==> config.mk <==
export PLATFORM = sky130hd
export DESIGN_NAME = rv32_pipeline_controller
export DESIGN_NICKNAME = d
export VERILOG_FILES = /design/src/rtl/rv32_pipeline_controller.sv
export SDC_FILE = /design/constraint.sdc
export NUM_CORES = 1
export LEC_CHECK = 0
export CELL_PAD_IN_SITES_DETAIL_PLACEMENT = 1
export CELL_PAD_IN_SITES_GLOBAL_PLACEMENT = 1
export CORE_ASPECT_RATIO = 1.75
export CORE_MARGIN = 8
export CORE_UTILIZATION = 28
export CTS_CLUSTER_DIAMETER = 120
export DETAILED_ROUTE_END_ITERATION = 10
export PLACE_DENSITY_LB_ADDON = 0.3
export SLEW_MARGIN = 10
export SYNTH_ARGS = -nofsm -noshare
export SYNTH_HDL_FRONTEND = slang
export SYNTH_SLANG_ARGS = --single-unit
==> constraint.sdc <==
create_clock -name clk -period 3.7 [get_ports clk]
set_input_delay 0.74 -clock clk [delete_from_list [all_inputs] [get_ports clk]]
set_output_delay 0.74 -clock clk [all_outputs]
set_load 0.01 [all_outputs]
==> src/rtl/rv32_pipeline_controller.sv <==
// rv32_pipeline_controller: central stall/flush/halt sequencer for the 5-stage rv32 core.
//   in : clk, resetn (sync, active-low), decode_stall, exec_branch_taken,
//        exec_branch_target[31:0], dmem_ready, halt_req (level), resume_req (pulse)
//   out: fetch/decode/exec/mem_stop, decode_set_nop, decode_set_nop_pc[31:0],
//        fetch_redirect, fetch_redirect_pc[31:0], halted,
//        perf_stall_cnt[31:0], perf_flush_cnt[31:0]
// Optional perf counters: define RV32_PIPE_PERF_CNT_EN (otherwise both read 0).
module rv32_pipeline_controller #(
  parameter int unsigned FLUSH_CYCLES = 1,
  parameter int unsigned DRAIN_CYCLES = 3
) (
  input  logic        clk,
  input  logic        resetn,
  input  logic        decode_stall,
  input  logic        exec_branch_taken,
  input  logic [31:0] exec_branch_target,
  input  logic        dmem_ready,
  input  logic        halt_req,
  input  logic        resume_req,
  output logic        fetch_stop,
  output logic        decode_stop,
  output logic        exec_stop,
  output logic        mem_stop,
  output logic        decode_set_nop,
  output logic [31:0] decode_set_nop_pc,
  output logic        fetch_redirect,
  output logic [31:0] fetch_redirect_pc,
  output logic        halted,
  output logic [31:0] perf_stall_cnt,
  output logic [31:0] perf_flush_cnt
);

  typedef enum logic [1:0] {RUN, FLUSH, HALTING, HALTED} state_e;

  localparam logic [3:0] FLUSH_INIT = 4'(FLUSH_CYCLES - 1);
  localparam logic [3:0] DRAIN_INIT = 4'(DRAIN_CYCLES);

  state_e      state_q, state_d;
  logic [3:0]  cnt_q, cnt_d;
  logic        pending_q, pending_d;
  logic [31:0] saved_pc_q, saved_pc_d;

  always_comb begin
    state_d           = state_q;
    cnt_d             = cnt_q;
    pending_d         = pending_q;
    saved_pc_d        = saved_pc_q;
    fetch_stop        = 1'b0;
    decode_stop       = 1'b0;
    exec_stop         = 1'b0;
    mem_stop          = 1'b0;
    decode_set_nop    = 1'b0;
    decode_set_nop_pc = '0;
    fetch_redirect    = 1'b0;
    fetch_redirect_pc = '0;
    halted            = 1'b0;

    if (state_q != HALTED && !dmem_ready) begin
      // Global freeze: exec re-presents any event next cycle.
      fetch_stop  = 1'b1;
      decode_stop = 1'b1;
      exec_stop   = 1'b1;
      mem_stop    = 1'b1;
    end else begin
      case (state_q)
        RUN: begin
          if (pending_q) begin
            fetch_redirect    = 1'b1;
            fetch_redirect_pc = saved_pc_q;
            pending_d         = 1'b0;
          end
          if (exec_branch_taken) begin
            fetch_redirect    = 1'b1;
            fetch_redirect_pc = exec_branch_target;
            decode_set_nop    = 1'b1;
            decode_set_nop_pc = exec_branch_target;
            saved_pc_d        = exec_branch_target;
            if (FLUSH_CYCLES > 1) begin
              state_d = FLUSH;
              cnt_d   = FLUSH_INIT;
            end
          end else if (halt_req) begin
            state_d = HALTING;
            cnt_d   = DRAIN_INIT;
          end else if (decode_stall) begin
            // Decode inserts its own bubble, so only fetch is held.
            fetch_stop = 1'b1;
          end
        end
        FLUSH: begin
          decode_set_nop    = 1'b1;
          decode_set_nop_pc = saved_pc_q;
          if (cnt_q <= 4'd1) begin
            state_d = RUN;
            cnt_d   = '0;
          end else begin
            cnt_d = cnt_q - 4'd1;
          end
        end
        HALTING: begin
          fetch_stop        = 1'b1;
          decode_set_nop    = 1'b1;
          decode_set_nop_pc = saved_pc_q;
          // A branch resolved while draining is replayed as a redirect on resume.
          if (exec_branch_taken) begin
            saved_pc_d = exec_branch_target;
            pending_d  = 1'b1;
          end
          if (cnt_q <= 4'd1) begin
            state_d = HALTED;
            cnt_d   = '0;
          end else begin
            cnt_d = cnt_q - 4'd1;
          end
        end
        HALTED: begin
          fetch_stop  = 1'b1;
          decode_stop = 1'b1;
          exec_stop   = 1'b1;
          mem_stop    = 1'b1;
          halted      = 1'b1;
          if (resume_req) state_d = RUN;
        end
        default: state_d = RUN;
      endcase
    end
  end

  always_ff @(posedge clk) begin
    if (!resetn) begin
      state_q    <= RUN;
      cnt_q      <= '0;
      pending_q  <= 1'b0;
      saved_pc_q <= '0;
    end else begin
      state_q    <= state_d;
      cnt_q      <= cnt_d;
      pending_q  <= pending_d;
      saved_pc_q <= saved_pc_d;
    end
  end

`ifdef RV32_PIPE_PERF_CNT_EN
  logic        stall_evt, flush_evt;
  logic [31:0] perf_stall_q, perf_stall_d;
  logic [31:0] perf_flush_q, perf_flush_d;

  assign stall_evt = (state_q != HALTED && !dmem_ready) ||
                     (state_q == RUN && dmem_ready && !exec_branch_taken &&
                      !halt_req && decode_stall);
  assign flush_evt = (state_q == RUN) && dmem_ready && exec_branch_taken;

  assign perf_stall_d = stall_evt ? perf_stall_q + 32'd1 : perf_stall_q;
  assign perf_flush_d = flush_evt ? perf_flush_q + 32'd1 : perf_flush_q;

  always_ff @(posedge clk) begin
    if (!resetn) begin
      perf_stall_q <= '0;
      perf_flush_q <= '0;
    end else begin
      perf_stall_q <= perf_stall_d;
      perf_flush_q <= perf_flush_d;
    end
  end

  assign perf_stall_cnt = perf_stall_q;
  assign perf_flush_cnt = perf_flush_q;
`else
  assign perf_stall_cnt = '0;
  assign perf_flush_cnt = '0;
`endif

endmodule

==> impl_metrics.toml, run 1 <==
[floorplanning]
die_w_um = 97.2
die_h_um = 158
core-area_mm2 = 0.0114
initial_utilization_pct = 28.4
num_rows = 52
ioPinCount = 174
die_area_mm2 = 0.0154

[logic_synthesis]
synth_cell_types = 35
netlist_area_mm2 = 0.00323
postSynthCellCount = 491
yosysSeqAreaShare_pct = 24.2
avgSynthCellArea_um2 = 6.58
async_reset_ff_share_pct = 0
synthFlopType = "dfxtp_1"
synthTopCellsByArea = "dfxtp_1 24%, buf_4 15%, nor2_1 12%"
synth-edff-count = 0
synth_top_area_cell = "dfxtp_1"
yosysMostFrequentCell = "nor2_1"
synth_seq_cells = 39
yosysWarnings = 0
ys_top_cells_by_count = "103 x nor2_1, 101 x nand2_1, 66 x buf_4, 39 x dfxtp_1"
yosysTopAreaCellShare_pct = 24.2

[final_layout]
seqCellArea_um2 = 781
layout-drive-gt1-share_pct = 5.01
syn2layout_area_growth_pct = 33.6
fill_cells = 1461
nNetsFinal = 623
stdcell_area_mm2 = 0.00431
fin_util_pct = 37.9
multi_input_area_mm2 = 0.00201

[cts]
ctsHoldBuffers = 0
cts.repair.resized = 0
cts_max_path_buffers = 2
cts_root_buf = "clkbuf_16"
clock_sinks = 39
cts_tree = "done"
cts.htree.levels = 2
post_cts_buffers = 0
clkLatencyLatePin_ns = 0.28
clk_pin_slew_worst_paths_ns = 0.06
cts_buffers = 5

[critical_path]
rrSetupSlack_ns = 1.63
r2r-start = "state_q[0]"
rr_worst_depth = 5
crit_end = "fetch_redirect_pc[29]"
cp-start-kind = "primary input"
critPathMostFrequentCell = "clkdlybuf4s50_1"
criticalPathCategory = "primary input to output pin"
crit_arrival_ns = 2.66
cp_max_fo = 16
path_cells = "clkdlybuf4s50_1 -> o21ai_4 -> buf_4 -> nor2_1 -> clkdlybuf4s50_1"
crit_path_end_kind = "output pin"
startpoint = "dmem_ready"
cpMaxStageDelayCell = "clkdlybuf4s50_1"
cp_data_required_time_ns = 2.96
r2r-end = "saved_pc_q[3]"
max_stage_delay_ns = 0.56

[grt]
grt_overflow = 0
grt_pass1_wl_mm = 19.3
grt_usage_pct = 15.2
grt_max_degree = 39
antenna_found_initial = 1
first_global_vias = 3856

[detailed_routing]
viasPerCell = 4.84
vias = 3461
ant_nets = 0
drt_iter0_markers = 155
wl_per_cell_um = 16.4
drc_errors = 0
drt-pass1-iter-count = 4
drt_wl_total_mm = 11.7

[timing]
finalHoldViolations = 0
finalCritPeriodShare_pct = 91.9
timing.setup.tns_ns = 0
max_freq_ghz = 0.294
tightest_slew_ns = 0.962
min_period_ns = 3.40
slew_headroom_pct = 35.8
finalSetupViolCount = 0
skew_ns = 0.00399
slew_viol_final = 0
rsz0062_at_grt = "false"

[power_and_ir_drop]
p_comb_share_pct = 35.2
internal-power_uw = 896
pwr-share-seq_pct = 34.2
p_leak_nw = 1.67
max-vdd-ir-drop_v = 0.000245
power.switching_uw = 466
power_density_mw_per_mm2 = 316
switching_share_pct = 34.2
p_clk_share_pct = 30.7

[place]
hpwl_mm = 8.94
place_congestion = 0.741
place_area_mm2 = 0.00417
port_buffers = 109

[hold_path]
holdPathStages = 2
worstHoldPathType = "flip-flop to flip-flop"

[flow_run]
max_cap_violations = 0

[outcome]
status = "finished, final reports clean"
[critical path, delay by kind of cell]
family	cells	cell delay, ns
AND/OR/NAND/NOR	1	0.06
AO/OA/AOI/OAI	1	0.54
buffers and inverters	3	1.31
[per-stage QoR]
stage               setup WS [ns]  std cells  power, mW  hold slack [ns]
floorplan                    1.36        554      0.784            0.449
detailed placement          0.263        706      0.957            0.464
CTS                         0.252        714       1.38            0.472
global placement            0.289        706      0.948            0.455
finish                      0.299        715       1.36            0.471
global route                0.196        715       1.45            0.496
[per-layer routing]
layer / up-vias / wire length [um] / GRT usage [%]
met5: - / 0 / 0
li1: 1655 / - / -
met4: 0 / 228 / 6.63
met1: 1664 / 4350 / 14.4
met2: 126 / 6420 / 29.7
met3: 16 / 712 / 3.98
[registers in the layout, indices dropped and copies added (netlist names)]
name / cells
saved_pc_q: 32
cnt_q: 4
state_q: 2
pending_q: 1
[power groups by stage]
stage / Clock (mW) / Sequential [mW] / Combinational [mW]
detailed placement: 0 / 0.474 / 0.483
CTS: 0.429 / 0.465 / 0.485
finish: 0.418 / 0.465 / 0.479
floorplan: 0 / 0.469 / 0.315
global route: 0.448 / 0.469 / 0.529
global placement: 0 / 0.473 / 0.475
[worst min path at each step]
stage,startpoint,end
4_1_cts,saved_pc_q[23],saved_pc_q[23]
6_report,saved_pc_q[23],saved_pc_q[23]
2_1_floorplan,saved_pc_q[10],saved_pc_q[10]
3_5_place_dp,saved_pc_q[13],saved_pc_q[13]
3_3_place_gp,saved_pc_q[29],saved_pc_q[29]
5_1_grt,saved_pc_q[18],saved_pc_q[18]
[layout by cell type, fill, tap and decap left out, drive strengths merged, types with 2 or more instances in the layout]
| cell type | count |
|---|---|
| o22ai | 2 |
| a22oi | 33 |
| buf | 15 |
| ha | 6 |
| nand3 | 2 |
| o221a | 2 |
| a21boi | 36 |
| o21a | 2 |
| o21ai | 6 |
| clkbuf | 7 |
| clkdlybuf4s50 | 108 |
| a21oi | 35 |
| nand2 | 101 |
| conb | 64 |
| dfxtp | 39 |
| nand2b | 3 |
| nor2 | 103 |
| inv | 5 |
[cell type report]
| class | count | area share [%] |
|---|---|---|
| antenna | 1 | 0.0580 |
| clock buffer | 7 | 3.08 |
| clock inverter | 1 | 0.116 |
| inverter | 5 | 0.435 |
| multi-input combinational | 404 | 46.7 |
| sequential | 39 | 18.1 |
| tap | 135 | 3.92 |
| timing repair buffer | 123 | 27.6 |
[logic make-up (layout without fill, tap and decap cells)]
group	count (synthesis)	in the layout	share of synthesized area (%)
and+or+nand+nor	213	213	25.6
DFF	39	39	24.2
buffers and inverters	111	136	21.6
adders and majority gates	6	6	2.32
other	1	65	0.116
muxes	1	1	0.310
AOI/OAI and AO/OA	120	120	25.9
Power figures use the tool's default switching activity.
==> run 2, diff against run 1 <==
--- a/config.mk
+++ b/config.mk
@@ -5,6 +5,7 @@
 export SDC_FILE = /design/constraint.sdc
 export NUM_CORES = 1
 export LEC_CHECK = 0
+export CAP_MARGIN = 20
 export CELL_PAD_IN_SITES_DETAIL_PLACEMENT = 1
 export CELL_PAD_IN_SITES_GLOBAL_PLACEMENT = 1
 export CORE_ASPECT_RATIO = 1.75
==> results of run 2 <==
Same layout as run 1: the final DEF is identical, and so are final timing and power.
==> RTL edit, RTL diff (flow settings as in run 1) <==
Build with the macro `RV32_PIPE_PERF_CNT_EN` defined.
--- a/src/rtl/rv32_pipeline_controller.sv
+++ b/src/rtl/rv32_pipeline_controller.sv
@@ -5,6 +5,8 @@
 //        fetch_redirect, fetch_redirect_pc[31:0], halted,
 //        perf_stall_cnt[31:0], perf_flush_cnt[31:0]
 // Optional perf counters: define RV32_PIPE_PERF_CNT_EN (otherwise both read 0).
+`define RV32_PIPE_PERF_CNT_EN
+
 module rv32_pipeline_controller #(
   parameter int unsigned FLUSH_CYCLES = 1,
   parameter int unsigned DRAIN_CYCLES = 3
Function: changed (a bounded check fails within 4 cycles, from zero or initial values and one cycle with resetn low).
==> RTL edit against run 1 <==
Critical path depth is 2 higher. Power is 96% higher. Global-route usage is 1.5 points higher. Highest routed layer unchanged. Routed wire length is 87% higher. Sequential cell count is 64 higher. Sequential share of layout area is 7.3 points higher. Utilization is 1.3 points higher. Final cell count is 68% higher. Sequential power is 150% higher. Synthesized area is 82% higher. Cell area is 89% higher. Setup slack better by 0.087 ns.
==> RTL edit: results <==
export IMPL_outcome="finished clean"
export IMPL_async_reset_ff_frac=0
export IMPL_cts_resized=0
export IMPL_clockBufferDepth=2
export IMPL_clock_latency_ns=0.35
export IMPL_drt_wl_total_mm=21.94
export IMPL_first_global_vias=6811
export IMPL_max_stage_delay_ns=0.55
export IMPL_holdPathStages=2
export IMPL_finalNetCount=994
export IMPL_viasPerCell=5.354
export IMPL_postCtsSetupBuffers=0
export IMPL_io_buffers=173
export IMPL_worstReg2RegEnd="perf_flush_cnt[23]"
export IMPL_grt_pass1_wl_mm=35.85
export IMPL_setup_viol=0
export IMPL_synth_top_cells_by_count="133 x nand2_1, 117 x nor2_1, 106 x a21oi_1"
export IMPL_drt_pass1_iterations=4
export IMPL_gp_congestion=0.7140
export IMPL_yosysSeqAreaShare=0.3515
export IMPL_grt_start_max_net_pins=51
export IMPL_r2r_slack_ns=1.28
export IMPL_slew_headroom=0.5173
export IMPL_n_fill_cell=2534
export IMPL_yosys_top_cells_area="dfxtp_1 35%, a21oi_1 9.0%, nand2_1 8.5%"
export IMPL_htree_levels=3
export IMPL_syn_num_nets=862
export IMPL_hold_start="perf_stall_cnt[31]"
export IMPL_fin_skew_ns=0.009102
export IMPL_antenna_found_initial=0
export IMPL_drt_initial_drc_count=228
export IMPL_drive_gt1_frac=0.04732
export IMPL_diodes=0
export IMPL_track_usage=0.1673
export IMPL_clk_pin_slew_ns=0.07
export IMPL_hold_class="flop to flop"
export IMPL_cp_max_fo=23
export IMPL_synth_warnings=0
export IMPL_reg2reg_from="state_q[0]"
export IMPL_dp_hpwl_mm=15.73
export IMPL_vdd_ir_drop_worst_mv=0.1795
export IMPL_leakagePower_nw=2.647
export IMPL_postRouteAntennaNets=0
export IMPL_cts_buffers=9
export IMPL_placed_area_sq_um=7819
export IMPL_rr_worst_depth=7
export IMPL_critPathSlowestCell="clkdlybuf4s50_1"
export IMPL_hold_end="perf_stall_cnt[31]"
export IMPL_synth_cell_types=46
export IMPL_cts_root_buf="clkbuf_16"
==> RTL edit: cell types whose count changed after synthesis, sizes merged, moves of 14 or more <==
cell	run 1	this run
mux2i	1	16
o31ai	0	24
dfxtp	39	103
or4	0	28
nand2	101	133
clkbuf	21	50
nand3	2	24
a21boi	36	0
nor2	103	117
nand4	1	28
buf	85	19
a21oi	35	107
==> RTL edit: layout make-up <==
| class | instances | area (sq um) | share of cell area |
|---|---|---|---|
| tap | 252 | 315.3 | 0.03878 |
| multi-input combinational | 631 | 3505 | 0.4310 |
| timing repair buffer | 190 | 1892 | 0.2327 |
| sequential | 103 | 2062 | 0.2536 |
| inverter | 12 | 45.04 | 0.005539 |
| clock inverter | 4 | 70.07 | 0.008617 |
| clock buffer | 11 | 242.7 | 0.02985 |
==> RTL edit: where the power goes <==
part           total (mW)  internal [mW]  switching [mW]
Combinational       0.461          0.196           0.264
Clock                1.04          0.607           0.437
Sequential           1.16           1.14          0.0252
Total                2.66           1.94           0.726
==> RTL edit: worst max path at each step <==
stage	start	slack, ns	cells past startpoint	endpoint
6_report	state_q[0]	0.39	7	decode_set_nop_pc[8]
5_1_grt	state_q[0]	0.23	7	decode_set_nop_pc[8]
4_1_cts	state_q[0]	0.35	7	decode_set_nop_pc[26]
3_5_place_dp	dmem_ready	0.65	5	fetch_redirect_pc[29]
3_3_place_gp	dmem_ready	0.66	5	fetch_redirect_pc[4]
2_1_floorplan	exec_branch_taken	1.04	6	decode_set_nop_pc[12]
==> RTL edit: critical path: cells and delay by family, from the launching register on <==
| kind | cells | cell delay, ns |
|---|---|---|
| buf+inv | 3 | 0.95 |
| simple gates | 2 | 0.38 |
| compound gates | 1 | 0.12 |
| flops | 1 | 0.33 |
| fa+ha+maj | 1 | 0.42 |
==> RTL edit: layer usage <==
| layer | global-route usage | routed length (um) |
|---|---|---|
| met2 | 0.3215 | 11740 |
| met3 | 0.04321 | 1112 |
| met4 | 0.04983 | 310 |
| met5 | 0 | 0 |
| met1 | 0.1714 | 8782 |
==> RTL edit: per-stage QoR <==
step	hold WS (ns)	total power [mW]	util	setup WS, ns	instances
2_1_floorplan	0.4498	1.412	-	1.045	815
3_3_place_gp	0.4579	1.648	0.3767	0.6603	1188
3_5_place_dp	0.4694	1.653	0.3767	0.6509	1188
4_1_cts	0.4795	2.716	0.3917	0.3522	1203
5_1_grt	0.4984	2.796	0.3917	0.2298	1203
6_report	0.4739	2.665	0.3917	0.3862	1203
==> RTL edit: kinds of logic (layout without fill, tap and decap cells) <==
family,Yosys count,count (layout),synth area share
xor gates and xnor gates,12,12,0.01792
and+or+nand+nor,407,407,0.3396
DFF,103,103,0.3515
buffers and inverters,81,217,0.05418
AOI/OAI and AO/OA,188,188,0.1924
adders and majority gates,8,8,0.01707
muxes,16,16,0.02730
